--- config.mk ---
export PLATFORM = sky130hd
export DESIGN_NAME = pipe_hazard_ctrl_flat
export DESIGN_NICKNAME = d
export VERILOG_FILES = /design/src/rtl/pipe_ctrl_pkg.sv /design/src/rtl/pipe_hazard_ctrl_if.sv /design/src/rtl/pipe_ctrl_dec.sv /design/src/rtl/pipe_hazard_ctrl.sv /design/src/flat_wrapper.sv
export SDC_FILE = /design/constraint.sdc
export NUM_CORES = 1
export LEC_CHECK = 0
export ABC_AREA = 1
export CAP_MARGIN = 10
export CORE_UTILIZATION = 45
export DETAILED_ROUTE_END_ITERATION = 8
export PLACE_DENSITY = 0.74
export SETUP_SLACK_MARGIN = 0.15
export SLEW_MARGIN = 0
export SYNTH_ARGS = -nofsm -noshare
export SYNTH_HDL_FRONTEND = slang
export SYNTH_SLANG_ARGS = --single-unit
--- constraint.sdc ---
create_clock -name clk_sys_i -period 6.3 [get_ports clk_sys_i]
set_input_delay 1.89 -clock clk_sys_i [delete_from_list [all_inputs] [get_ports clk_sys_i]]
set_output_delay 1.89 -clock clk_sys_i [all_outputs]
set_load 0.005 [all_outputs]
--- src/rtl/pipe_ctrl_pkg.sv ---
// Shared types and constants for the pipeline hazard controller: forwarding
// codes, RV32I opcodes, the stage scoreboard entry and its match helpers.
package pipe_ctrl_pkg;

  // EX operand source encodings
  localparam logic [1:0] FWD_RF    = 2'd0;
  localparam logic [1:0] FWD_EXMEM = 2'd1;
  localparam logic [1:0] FWD_MEMWB = 2'd2;

  // RV32I major opcodes
  localparam logic [6:0] OP_R      = 7'b0110011;
  localparam logic [6:0] OP_I_ALU  = 7'b0010011;
  localparam logic [6:0] OP_LOAD   = 7'b0000011;
  localparam logic [6:0] OP_STORE  = 7'b0100011;
  localparam logic [6:0] OP_BRANCH = 7'b1100011;
  localparam logic [6:0] OP_JALR   = 7'b1100111;
  localparam logic [6:0] OP_JAL    = 7'b1101111;
  localparam logic [6:0] OP_LUI    = 7'b0110111;
  localparam logic [6:0] OP_AUIPC  = 7'b0010111;

  // Scoreboard entry layout
  localparam int SB_RD_W    = 5;
  localparam int SB_ENTRY_W = 1 + SB_RD_W + 1 + 1;

  typedef struct packed {
    logic               valid;
    logic [SB_RD_W-1:0] rd;
    logic               wen;
    logic               is_load;
  } sb_entry_t;

  localparam sb_entry_t SB_EMPTY = '0;

  // True when a used, non-x0 source reads the register this entry writes
  function automatic logic src_hit(sb_entry_t e, logic used, logic [SB_RD_W-1:0] rs);
    return used && (rs != '0) && e.valid && e.wen && (e.rd == rs);
  endfunction

  // Forwarding source for one operand; the younger (EX) producer wins
  function automatic logic [1:0] fwd_pick(sb_entry_t ex, sb_entry_t mem, logic used,
                                          logic [SB_RD_W-1:0] rs);
    if (src_hit(ex, used, rs))       return FWD_EXMEM;
    else if (src_hit(mem, used, rs)) return FWD_MEMWB;
    else                             return FWD_RF;
  endfunction

endpackage

--- src/rtl/pipe_hazard_ctrl_if.sv ---
// ID-side handshake bundle of the pipeline hazard controller.
// master: pipeline/decode side driving ID state; slave: the controller.
interface pipe_hazard_ctrl_if #(
  parameter int XLEN = 32
);
  logic            id_valid_i;
  logic [XLEN-1:0] id_instr_i;
  logic            ex_branch_taken_i;
  logic            mem_ready_i;
  logic            pc_en_o;
  logic            if_id_en_o;
  logic            if_id_flush_o;
  logic            id_ex_bubble_o;
  logic [1:0]      fwd_a_sel_o;
  logic [1:0]      fwd_b_sel_o;
  logic [31:0]     stall_cnt_o;

  modport master (
    output id_valid_i, id_instr_i, ex_branch_taken_i, mem_ready_i,
    input  pc_en_o, if_id_en_o, if_id_flush_o, id_ex_bubble_o,
           fwd_a_sel_o, fwd_b_sel_o, stall_cnt_o
  );

  modport slave (
    input  id_valid_i, id_instr_i, ex_branch_taken_i, mem_ready_i,
    output pc_en_o, if_id_en_o, if_id_flush_o, id_ex_bubble_o,
           fwd_a_sel_o, fwd_b_sel_o, stall_cnt_o
  );
endinterface

--- src/rtl/pipe_ctrl_dec.sv ---
// Combinational decode of the ID instruction into register usage.
// An invalid ID slot decodes as a NOP (no sources, no destination).
module pipe_ctrl_dec
  import pipe_ctrl_pkg::*;
#(
  parameter int XLEN    = 32,
  parameter int RADDR_W = 5
) (
  input  logic               valid,
  input  logic [XLEN-1:0]    instr,
  output logic               uses_rs1,
  output logic               uses_rs2,
  output logic               writes_rd,
  output logic               is_load,
  output logic [RADDR_W-1:0] rs1,
  output logic [RADDR_W-1:0] rs2,
  output logic [RADDR_W-1:0] rd
);

  logic [6:0] opcode;
  logic       unused_instr;

  assign opcode       = instr[6:0];
  assign rd           = instr[7 +: RADDR_W];
  assign rs1          = instr[15 +: RADDR_W];
  assign rs2          = instr[20 +: RADDR_W];
  assign unused_instr = ^{instr[14:12], instr[XLEN-1:25]};

  // Opcode class to source/destination usage
  always_comb begin
    uses_rs1  = 1'b0;
    uses_rs2  = 1'b0;
    writes_rd = 1'b0;
    is_load   = 1'b0;
    if (valid) begin
      case (opcode)
        OP_R:                  begin uses_rs1 = 1'b1; uses_rs2 = 1'b1; writes_rd = 1'b1; end
        OP_STORE, OP_BRANCH:   begin uses_rs1 = 1'b1; uses_rs2 = 1'b1; end
        OP_I_ALU, OP_JALR:     begin uses_rs1 = 1'b1; writes_rd = 1'b1; end
        OP_LOAD:               begin uses_rs1 = 1'b1; writes_rd = 1'b1; is_load = 1'b1; end
        OP_LUI, OP_AUIPC,
        OP_JAL:                writes_rd = 1'b1;
        default:               ;
      endcase
    end
  end

endmodule

--- src/rtl/pipe_hazard_ctrl.sv ---
// Pipeline sequencing controller for the 5-stage RV32I core.
// Keeps an EX/MEM/WB destination scoreboard, detects hazards against ID and
// drives PC/IF-ID enables, ID/EX bubbles, branch flush and EX forwarding.
// Optional macro PIPE_HAZARD_FWD_EN: when defined, EX forwarding is enabled
// and only load-use stalls; otherwise selects are tied to the register file
// and any RAW against EX or MEM stalls.
module pipe_hazard_ctrl
  import pipe_ctrl_pkg::*;
#(
  parameter int XLEN    = 32,
  parameter int RADDR_W = SB_RD_W
) (
  input  logic             clk_sys_i,
  input  logic             rst_sys_n_i,
  pipe_hazard_ctrl_if.slave bus
);

  logic               uses_rs1, uses_rs2, writes_rd, is_load;
  logic [RADDR_W-1:0] rs1, rs2, rd;

  pipe_ctrl_dec #(
    .XLEN    (XLEN),
    .RADDR_W (RADDR_W)
  ) u_dec (
    .valid     (bus.id_valid_i),
    .instr     (bus.id_instr_i),
    .uses_rs1  (uses_rs1),
    .uses_rs2  (uses_rs2),
    .writes_rd (writes_rd),
    .is_load   (is_load),
    .rs1       (rs1),
    .rs2       (rs2),
    .rd        (rd)
  );

  // Scoreboard: _p0 = EX, _p1 = MEM, _p2 = WB
  sb_entry_t   sb_p0, sb_p1, sb_p2;
  sb_entry_t   id_entry;
  logic        hazard;
  logic        freeze, flush, stall_hit;
  logic        pc_en, if_id_en, if_id_flush, bubble;
  logic [31:0] stall_cnt;
  logic        unused_sb;

  assign id_entry = '{valid:   bus.id_valid_i,
                      rd:      rd,
                      wen:     writes_rd && (rd != '0),
                      is_load: is_load};

  // WB entry is kept for completeness; the write-first regfile never needs it
  assign unused_sb = ^{sb_p2, sb_p1.is_load};

`ifdef PIPE_HAZARD_FWD_EN
  // Only a load still in EX cannot be forwarded in time
  assign hazard = sb_p0.is_load &&
                  (src_hit(sb_p0, uses_rs1, rs1) || src_hit(sb_p0, uses_rs2, rs2));
`else
  // Without forwarding, wait until producers have left MEM
  assign hazard = src_hit(sb_p0, uses_rs1, rs1) || src_hit(sb_p0, uses_rs2, rs2) ||
                  src_hit(sb_p1, uses_rs1, rs1) || src_hit(sb_p1, uses_rs2, rs2);
`endif

  assign freeze    = !bus.mem_ready_i;
  assign flush     = bus.ex_branch_taken_i;
  assign stall_hit = !freeze && !flush && hazard;

  // Priority: freeze, then branch flush, then hazard stall, else run
  always_comb begin
    pc_en       = 1'b1;
    if_id_en    = 1'b1;
    if_id_flush = 1'b0;
    bubble      = 1'b0;
    if (freeze) begin
      pc_en    = 1'b0;
      if_id_en = 1'b0;
    end else if (flush) begin
      if_id_flush = 1'b1;
      bubble      = 1'b1;
    end else if (hazard) begin
      pc_en    = 1'b0;
      if_id_en = 1'b0;
      bubble   = 1'b1;
    end
  end

  // Scoreboard shift ID->EX->MEM->WB and hazard-stall counter
  always_ff @(posedge clk_sys_i) begin
    if (!rst_sys_n_i) begin
      sb_p0     <= SB_EMPTY;
      sb_p1     <= SB_EMPTY;
      sb_p2     <= SB_EMPTY;
      stall_cnt <= '0;
    end else if (!freeze) begin
      sb_p0 <= bubble ? SB_EMPTY : id_entry;
      sb_p1 <= sb_p0;
      sb_p2 <= sb_p1;
      if (stall_hit) stall_cnt <= stall_cnt + 32'd1;
    end
  end

`ifdef PIPE_HAZARD_FWD_EN
  logic [1:0] fwd_a_p0, fwd_b_p0;

  // Forwarding selects captured as the ID instruction moves into EX
  always_ff @(posedge clk_sys_i) begin
    if (!rst_sys_n_i) begin
      fwd_a_p0 <= FWD_RF;
      fwd_b_p0 <= FWD_RF;
    end else if (!freeze) begin
      if (bubble) begin
        fwd_a_p0 <= FWD_RF;
        fwd_b_p0 <= FWD_RF;
      end else begin
        fwd_a_p0 <= fwd_pick(sb_p0, sb_p1, uses_rs1, rs1);
        fwd_b_p0 <= fwd_pick(sb_p0, sb_p1, uses_rs2, rs2);
      end
    end
  end

  assign bus.fwd_a_sel_o = fwd_a_p0;
  assign bus.fwd_b_sel_o = fwd_b_p0;
`else
  assign bus.fwd_a_sel_o = FWD_RF;
  assign bus.fwd_b_sel_o = FWD_RF;
`endif

  assign bus.pc_en_o        = pc_en;
  assign bus.if_id_en_o     = if_id_en;
  assign bus.if_id_flush_o  = if_id_flush;
  assign bus.id_ex_bubble_o = bubble;
  assign bus.stall_cnt_o    = stall_cnt;

endmodule

--- src/flat_wrapper.sv ---
// flat-port wrapper written by rule: the top's interface ports become plain ports
module pipe_hazard_ctrl_flat import pipe_ctrl_pkg::*;
#(
  parameter int XLEN    = 32,
  parameter int RADDR_W = SB_RD_W
)
  (clk_sys_i, rst_sys_n_i, bus_id_valid_i, bus_id_instr_i, bus_ex_branch_taken_i, bus_mem_ready_i, bus_pc_en_o, bus_if_id_en_o, bus_if_id_flush_o, bus_id_ex_bubble_o, bus_fwd_a_sel_o, bus_fwd_b_sel_o, bus_stall_cnt_o);
  pipe_hazard_ctrl_if #(.XLEN(XLEN)) bus_i ();
  input  logic clk_sys_i;
  input  logic rst_sys_n_i;
  input wire logic [$bits(bus_i.id_valid_i)-1:0] bus_id_valid_i;
  input wire logic [$bits(bus_i.id_instr_i)-1:0] bus_id_instr_i;
  input wire logic [$bits(bus_i.ex_branch_taken_i)-1:0] bus_ex_branch_taken_i;
  input wire logic [$bits(bus_i.mem_ready_i)-1:0] bus_mem_ready_i;
  output wire logic [$bits(bus_i.pc_en_o)-1:0] bus_pc_en_o;
  output wire logic [$bits(bus_i.if_id_en_o)-1:0] bus_if_id_en_o;
  output wire logic [$bits(bus_i.if_id_flush_o)-1:0] bus_if_id_flush_o;
  output wire logic [$bits(bus_i.id_ex_bubble_o)-1:0] bus_id_ex_bubble_o;
  output wire logic [$bits(bus_i.fwd_a_sel_o)-1:0] bus_fwd_a_sel_o;
  output wire logic [$bits(bus_i.fwd_b_sel_o)-1:0] bus_fwd_b_sel_o;
  output wire logic [$bits(bus_i.stall_cnt_o)-1:0] bus_stall_cnt_o;
  assign bus_i.id_valid_i = bus_id_valid_i;
  assign bus_i.id_instr_i = bus_id_instr_i;
  assign bus_i.ex_branch_taken_i = bus_ex_branch_taken_i;
  assign bus_i.mem_ready_i = bus_mem_ready_i;
  assign bus_pc_en_o = bus_i.pc_en_o;
  assign bus_if_id_en_o = bus_i.if_id_en_o;
  assign bus_if_id_flush_o = bus_i.if_id_flush_o;
  assign bus_id_ex_bubble_o = bus_i.id_ex_bubble_o;
  assign bus_fwd_a_sel_o = bus_i.fwd_a_sel_o;
  assign bus_fwd_b_sel_o = bus_i.fwd_b_sel_o;
  assign bus_stall_cnt_o = bus_i.stall_cnt_o;
  pipe_hazard_ctrl #(.XLEN(XLEN), .RADDR_W(RADDR_W)) u_core (.clk_sys_i(clk_sys_i), .rst_sys_n_i(rst_sys_n_i), .bus(bus_i));
endmodule
==> out/summary.txt, run 1 <==
Max Buffers Root-to-Sink -> 2
Req. time, crit path -> 4.41 ns
Crit path depth -> 11
die area -> 7380 sq um
CTS-repair resized insts -> 0
reg-to-reg critical path startpoint -> u_core.bus.stall_cnt_o[0]
Buffers & Inverters on Critical Path -> 2
First-pass DRT Iterations -> 5
clk sink count -> 46
WL final -> 8480 um
Gate Count Post-Synth -> 483
Max Cap Viol -> 0
worst skew pair latency -> 0.31 ns
Routed Antenna Nets -> 0
Mapped Area -> 3170 sq um
final period utilization -> 93.4%
post-route setup TNS -> 0 ns
hpwl dp -> 6420 um
# DRC -> 0
PwrDens -> 152 nW/um^2
status -> finished, final reports clean
Crit. End Element -> primary output
RSZ-0062 raised after global routing -> false
die height -> 85.9 um
EDFF count, synth -> 0
GRT Resource Usage Total -> 24.2%
critical path arrival -> 4.00 ns
Root Buffer -> clkbuf_8
sequential fraction of the synthesis area -> 29.1%
drt via density -> 5.26
Max stage delay on crit path -> 0.54 ns
layout cell share with drive strength beyond 1 -> 7.95%
hold endpoint -> u_core.bus.stall_cnt_o[31]
Util after Layout -> 58.0%
ant diodes -> 0
Core Region -> 6790 sq um
worst hold path type -> reg -> reg
initial antenna violation count -> 0
chip width -> 85.9 um
CTS tree -> yes
vias in the first global route -> 3054
hold depth -> 2
area occupied by multi-input gates -> 1930 sq um
Worst R2R Setup Slack -> 4.24 ns
global-route wire length before repair -> 14200 um
Num CTS Buffers -> 5
I/O Pins -> 77
Worst R2R End -> u_core.bus.stall_cnt_o[24]
Slew @ Worst Pin -> 0.851 ns
Fillers -> 665
drt initial violations -> 282
CP Class -> in -> out
Avg Cell Area, Syn -> 6.56 sq um
hold path start -> u_core.bus.stall_cnt_o[31]
crit path cell chain -> clkdlybuf4s50_1 -> nor2_1 -> nand3_1 -> nor2_1 -> nor2_4 -> nand2_1 -> nand2_1 -> nand2_1 -> nand2_4 -> o21ai_0 -> clkdlybuf4s50_1
Port Buffers -> 62
total grt overflow -> 0
pin count of the biggest net entering global routing -> 25
crit-path max FO -> 11
kind of cell adding the most delay to the critical path -> buffers and inverters
dominant synthesized flop cell -> dfxtp_1
peak supply drop -> 0.000133 V
Max Slew Vio Count -> 0
Ys Warns -> 0
drt wl/cell -> 13.3 um
Layout area overhead -> 24.4%
Seq cells post-synth -> 46
Final GP Congestion -> 0.917
Initial Util -> 46.6%
nets -> 578
num rows -> 30
Max-slew headroom -> 43.1%
most used cell, CP -> nand2_1
clk_skew -> 0.0125 ns
Fin. Hold Viols -> 0
Worst Reg-to-Reg Cells -> 11
register area -> 921 sq um
FMAX -> 170 MHz
CTS Hold Buffers Added -> 0
post-synth cell types -> 38
count of final setup violators -> 0
routed via count -> 3352
minimum clock period -> 5.89 ns
Slowest-stage cell, CP -> clkdlybuf4s50_1
Critical Path Start Type -> input pin
ys async rst share -> 0%
Pleak -> 0.00137 uW
Clock transition at path regs -> 0.09 ns
H-tree depth -> 2
Post-CTS Setup Bufs -> 0
## routing by layer
layer / share of wire [%] / GRT usage (%) / vias to the layer above
met3: 6.2 / 3.85 / 13
met2: 45 / 37.4 / 121
met4: 1.4 / 7.12 / 0
met5: 0 / 0 / -
li1: - / - / 1693
met1: 47 / 34.6 / 1525
## through the flow
stage                     setup slack, ns  std cells  area [sq um]  hold WS, ns  power (uW)
final                               0.414        637          3940        0.510         599
after global routing                0.234        637          3940        0.522         626
after CTS                           0.386        637          3940        0.504         599
after detailed placement            0.392        629          3830        0.491         378
after global placement              0.434        629          3830        0.476         376
after floorplan                      1.36        486          3180        0.468         347
## synthesized netlist by cell type (2+ instances only)
cell type,n,share of area (%)
nand2_1,100,12
nor2_1,58,6.9
inv_1,52,6.2
dfxtp_1,46,29
nand3_1,39,6.2
a21oi_1,32,5.1
nand4_1,27,5.3
xnor2_1,19,5.3
nor3_1,17,2.7
o21ai_0,12,1.9
xor2_1,10,2.8
o21ai_1,9,1.4
clkbuf_1,7,0.83
inv_2,7,0.83
buf_4,6,1.4
nand3_2,5,1.6
nand3b_1,5,1.2
nand2_2,4,0.79
buf_2,3,0.47
nor2_2,3,0.59
nor2_4,3,1.1
nand4_4,2,1.3
o21bai_1,2,0.47
## placed cells by master (no fill, tap or decap), types with 7 or more instances in the layout
cell,instances
nand2_1,100
clkdlybuf4s50_1,62
nor2_1,58
inv_1,52
dfxtp_1,46
nand3_1,39
a21oi_1,32
nand4_1,27
xnor2_1,19
nor3_1,17
o21ai_0,12
xor2_1,10
o21ai_1,9
inv_2,7
## where the power goes
| group | internal (uW) | total [uW] | switching (uW) |
|---|---|---|---|
| clock network | 119 | 228 | 109 |
| logic | 33.8 | 72.0 | 38.2 |
| registers | 294 | 299 | 4.85 |
## layout make-up
| type | count | share of cell area (%) |
|---|---|---|
| multi-input combinational | 363 | 48.8 |
| sequential | 46 | 23.4 |
| timing repair buffer | 65 | 16.3 |
| inverter | 59 | 5.62 |
| tap | 96 | 3.05 |
| clock buffer | 5 | 1.74 |
| clock inverter | 3 | 1.11 |
## worst max-delay path by stage
stage | from | endpoint
final | bus_id_instr_i[23] | bus_pc_en_o
after detailed placement | bus_id_instr_i[23] | bus_pc_en_o
after CTS | bus_id_instr_i[23] | bus_pc_en_o
after global placement | bus_id_instr_i[23] | bus_pc_en_o
after global routing | bus_id_instr_i[18] | bus_pc_en_o
after floorplan | bus_id_instr_i[21] | bus_pc_en_o
## tightest hold or removal path, cell delays in order (launching register included)
cell and delay [ns]:
dfxtp_1 0.35, nand2_1 0.07, a21oi_1 0.05
## state kept, by name, indices dropped and copies added, names as in the netlist
name                    count
u_core.bus.stall_cnt_o     32
u_core.sb_p0                7
u_core.sb_p1                7
## cells by family (layout without fill, tap and decap cells)
logic type	Yosys count	count (layout)	synth area share, %
AND/OR/NAND/NOR	272	272	42.5
AO/OA/AOI/OAI	57	57	9.40
adder cells (fa/ha/maj)	1	1	0.395
flip-flops	46	46	29.1
XOR/XNOR	29	29	8.01
other	1	4	0.118
buffers and inverters	77	132	10.5
Note: power is estimated with default switching activity, not from simulation.
==> inputs of run 2 (changes only) <==
Clock period 6.3 ns to 6.5 ns, I/O delays scaled along.
==> run 2 against run 1 <==
Clock power shrank 3%. Count of clock-buffer cells in the layout is the same. Die area is the same. Via count shrank 0.84%. Wire length grew 0.31%. Critical path depth is the same. Critical path type unchanged. Critical endpoint is now bus_if_id_en_o.
==> out/summary.txt, run 2 (synthesis results as in run 1) <==
WL final -> 8510 um
hpwl dp -> 6530 um
critical path arrival -> 4.02 ns
final period utilization -> 91.8%
GRT Resource Usage Total -> 24.0%
Routed Antenna Nets -> 0
Util after Layout -> 58.0%
die height -> 85.9 um
most frequent cells in the layout -> 100 x nand2_1, 62 x clkdlybuf4s50_1, 58 x nor2_1
register area -> 921 sq um
max reg flops -> 32
Final GP Congestion -> 0.933
hold slack -> 0.500 ns
global-route wire length before repair -> 14200 um
Req. time, crit path -> 4.55 ns
Layout area overhead -> 24.4%
Num CTS Buffers -> 5
CP Class -> in -> out
peak supply drop -> 0.000101 V
Initial Util -> 46.6%
post-route setup TNS -> 0 ns
total grt overflow -> 0
Fillers -> 669
Slew @ Worst Pin -> 0.801 ns
CTS tree -> yes
Post-CTS Setup Bufs -> 0
initial antenna violation count -> 0
H-tree depth -> 2
Clock transition at path regs -> 0.10 ns
chip width -> 85.9 um
# DRC -> 0
drt via density -> 5.22
Crit. End Element -> primary output
worst hold path type -> reg -> reg
num rows -> 30
die area -> 7380 sq um
Root Buffer -> clkbuf_8
Max Cap Viol -> 0
RSZ-0062 raised after global routing -> false
worst skew pair latency -> 0.31 ns
ant diodes -> 0
count of final setup violators -> 0
routed via count -> 3324
status -> finished, final reports clean
PwrDens -> 147 nW/um^2
Pleak -> 0.00137 uW
CTS-repair resized insts -> 0
post-route total power -> 581 uW
drt wl/cell -> 13.4 um
crit-path max FO -> 11
nets -> 578
FMAX -> 168 MHz
layout cell share with drive strength beyond 1 -> 7.95%
Max Buffers Root-to-Sink -> 2
Max-slew headroom -> 46.4%
Core Region -> 6790 sq um
pin count of the biggest net entering global routing -> 25
I/O Pins -> 77
Critical Path Start Type -> input pin
First-pass DRT Iterations -> 5
minimum clock period -> 5.97 ns
Max Slew Vio Count -> 0
drt initial violations -> 241
Port Buffers -> 62
commonest non-fill, non-tap cell in the layout -> nand2_1
Fin. Hold Viols -> 0
area occupied by multi-input gates -> 1930 sq um
vias in the first global route -> 3027
clk_skew -> 0.0126 ns
CTS Hold Buffers Added -> 0
clk sink count -> 46
-- run 2: through the flow --
stage	instance area [sq um]	setup WS (ns)	std cells
6_report	3940	0.531	637
5_1_grt	3940	0.317	637
4_1_cts	3940	0.490	637
3_5_place_dp	3830	0.493	629
3_3_place_gp	3830	0.528	629
2_1_floorplan	3180	1.44	486
-- run 2: final timing paths --
kind | from | endpoint | slack, ns | cells past startpoint
worst min-delay path | u_core.bus.stall_cnt_o[31] | u_core.bus.stall_cnt_o[31] | 0.50 | 2
worst max-delay path | bus_id_instr_i[23] | bus_if_id_en_o | 0.53 | 11
worst max register to register | u_core.bus.stall_cnt_o[0] | u_core.bus.stall_cnt_o[22] | 4.44 | 10
worst min register to register | u_core.bus.stall_cnt_o[31] | u_core.bus.stall_cnt_o[31] | 0.50 | 2
-- run 2: final cells by class --
cell class | count | share of cell area, %
multi-input combinational | 363 | 48.8
sequential | 46 | 23.4
timing repair buffer | 65 | 16.3
inverter | 59 | 5.62
tap | 96 | 3.05
clock buffer | 5 | 1.74
clock inverter | 3 | 1.11
-- run 2: power breakdown --
group	leakage [uW]	switching, uW	internal, uW	total (uW)
combinational	0.000943	37.1	32.8	69.9
clock	0.0000585	106	115	221
sequential	0.000372	4.82	285	290
total	0.00137	148	434	581
-- run 2: metal layers --
| metal | share of wire [%] | global-route usage (%) | vias to the layer above | routed length [um] |
|---|---|---|---|---|
| li1 | - | - | 1690 | - |
| met4 | 1.4 | 6.67 | 0 | 121 |
| met3 | 6.2 | 4.23 | 10 | 531 |
| met1 | 47 | 33.4 | 1508 | 4000 |
| met5 | 0 | 0 | - | 0 |
| met2 | 45 | 38.1 | 116 | 3860 |
-- run 2: worst max-delay path: stages --
cell and delay, ns:
clkdlybuf4s50_1 0.48, nor2_1 0.13, nand3_1 0.07, nor2_1 0.19, nor2_4 0.08, nand2_1 0.07
nand2_1 0.05, nand2_1 0.09, nand2_4 0.13, o21ai_0 0.23, clkdlybuf4s50_1 0.54
==> inputs of run 3 (changes only) <==
Settings changed: SKIP_LAST_GASP from default to 1.
==> results of run 3 <==
The final DEF is identical to that of run 2; final timing and power are the same.
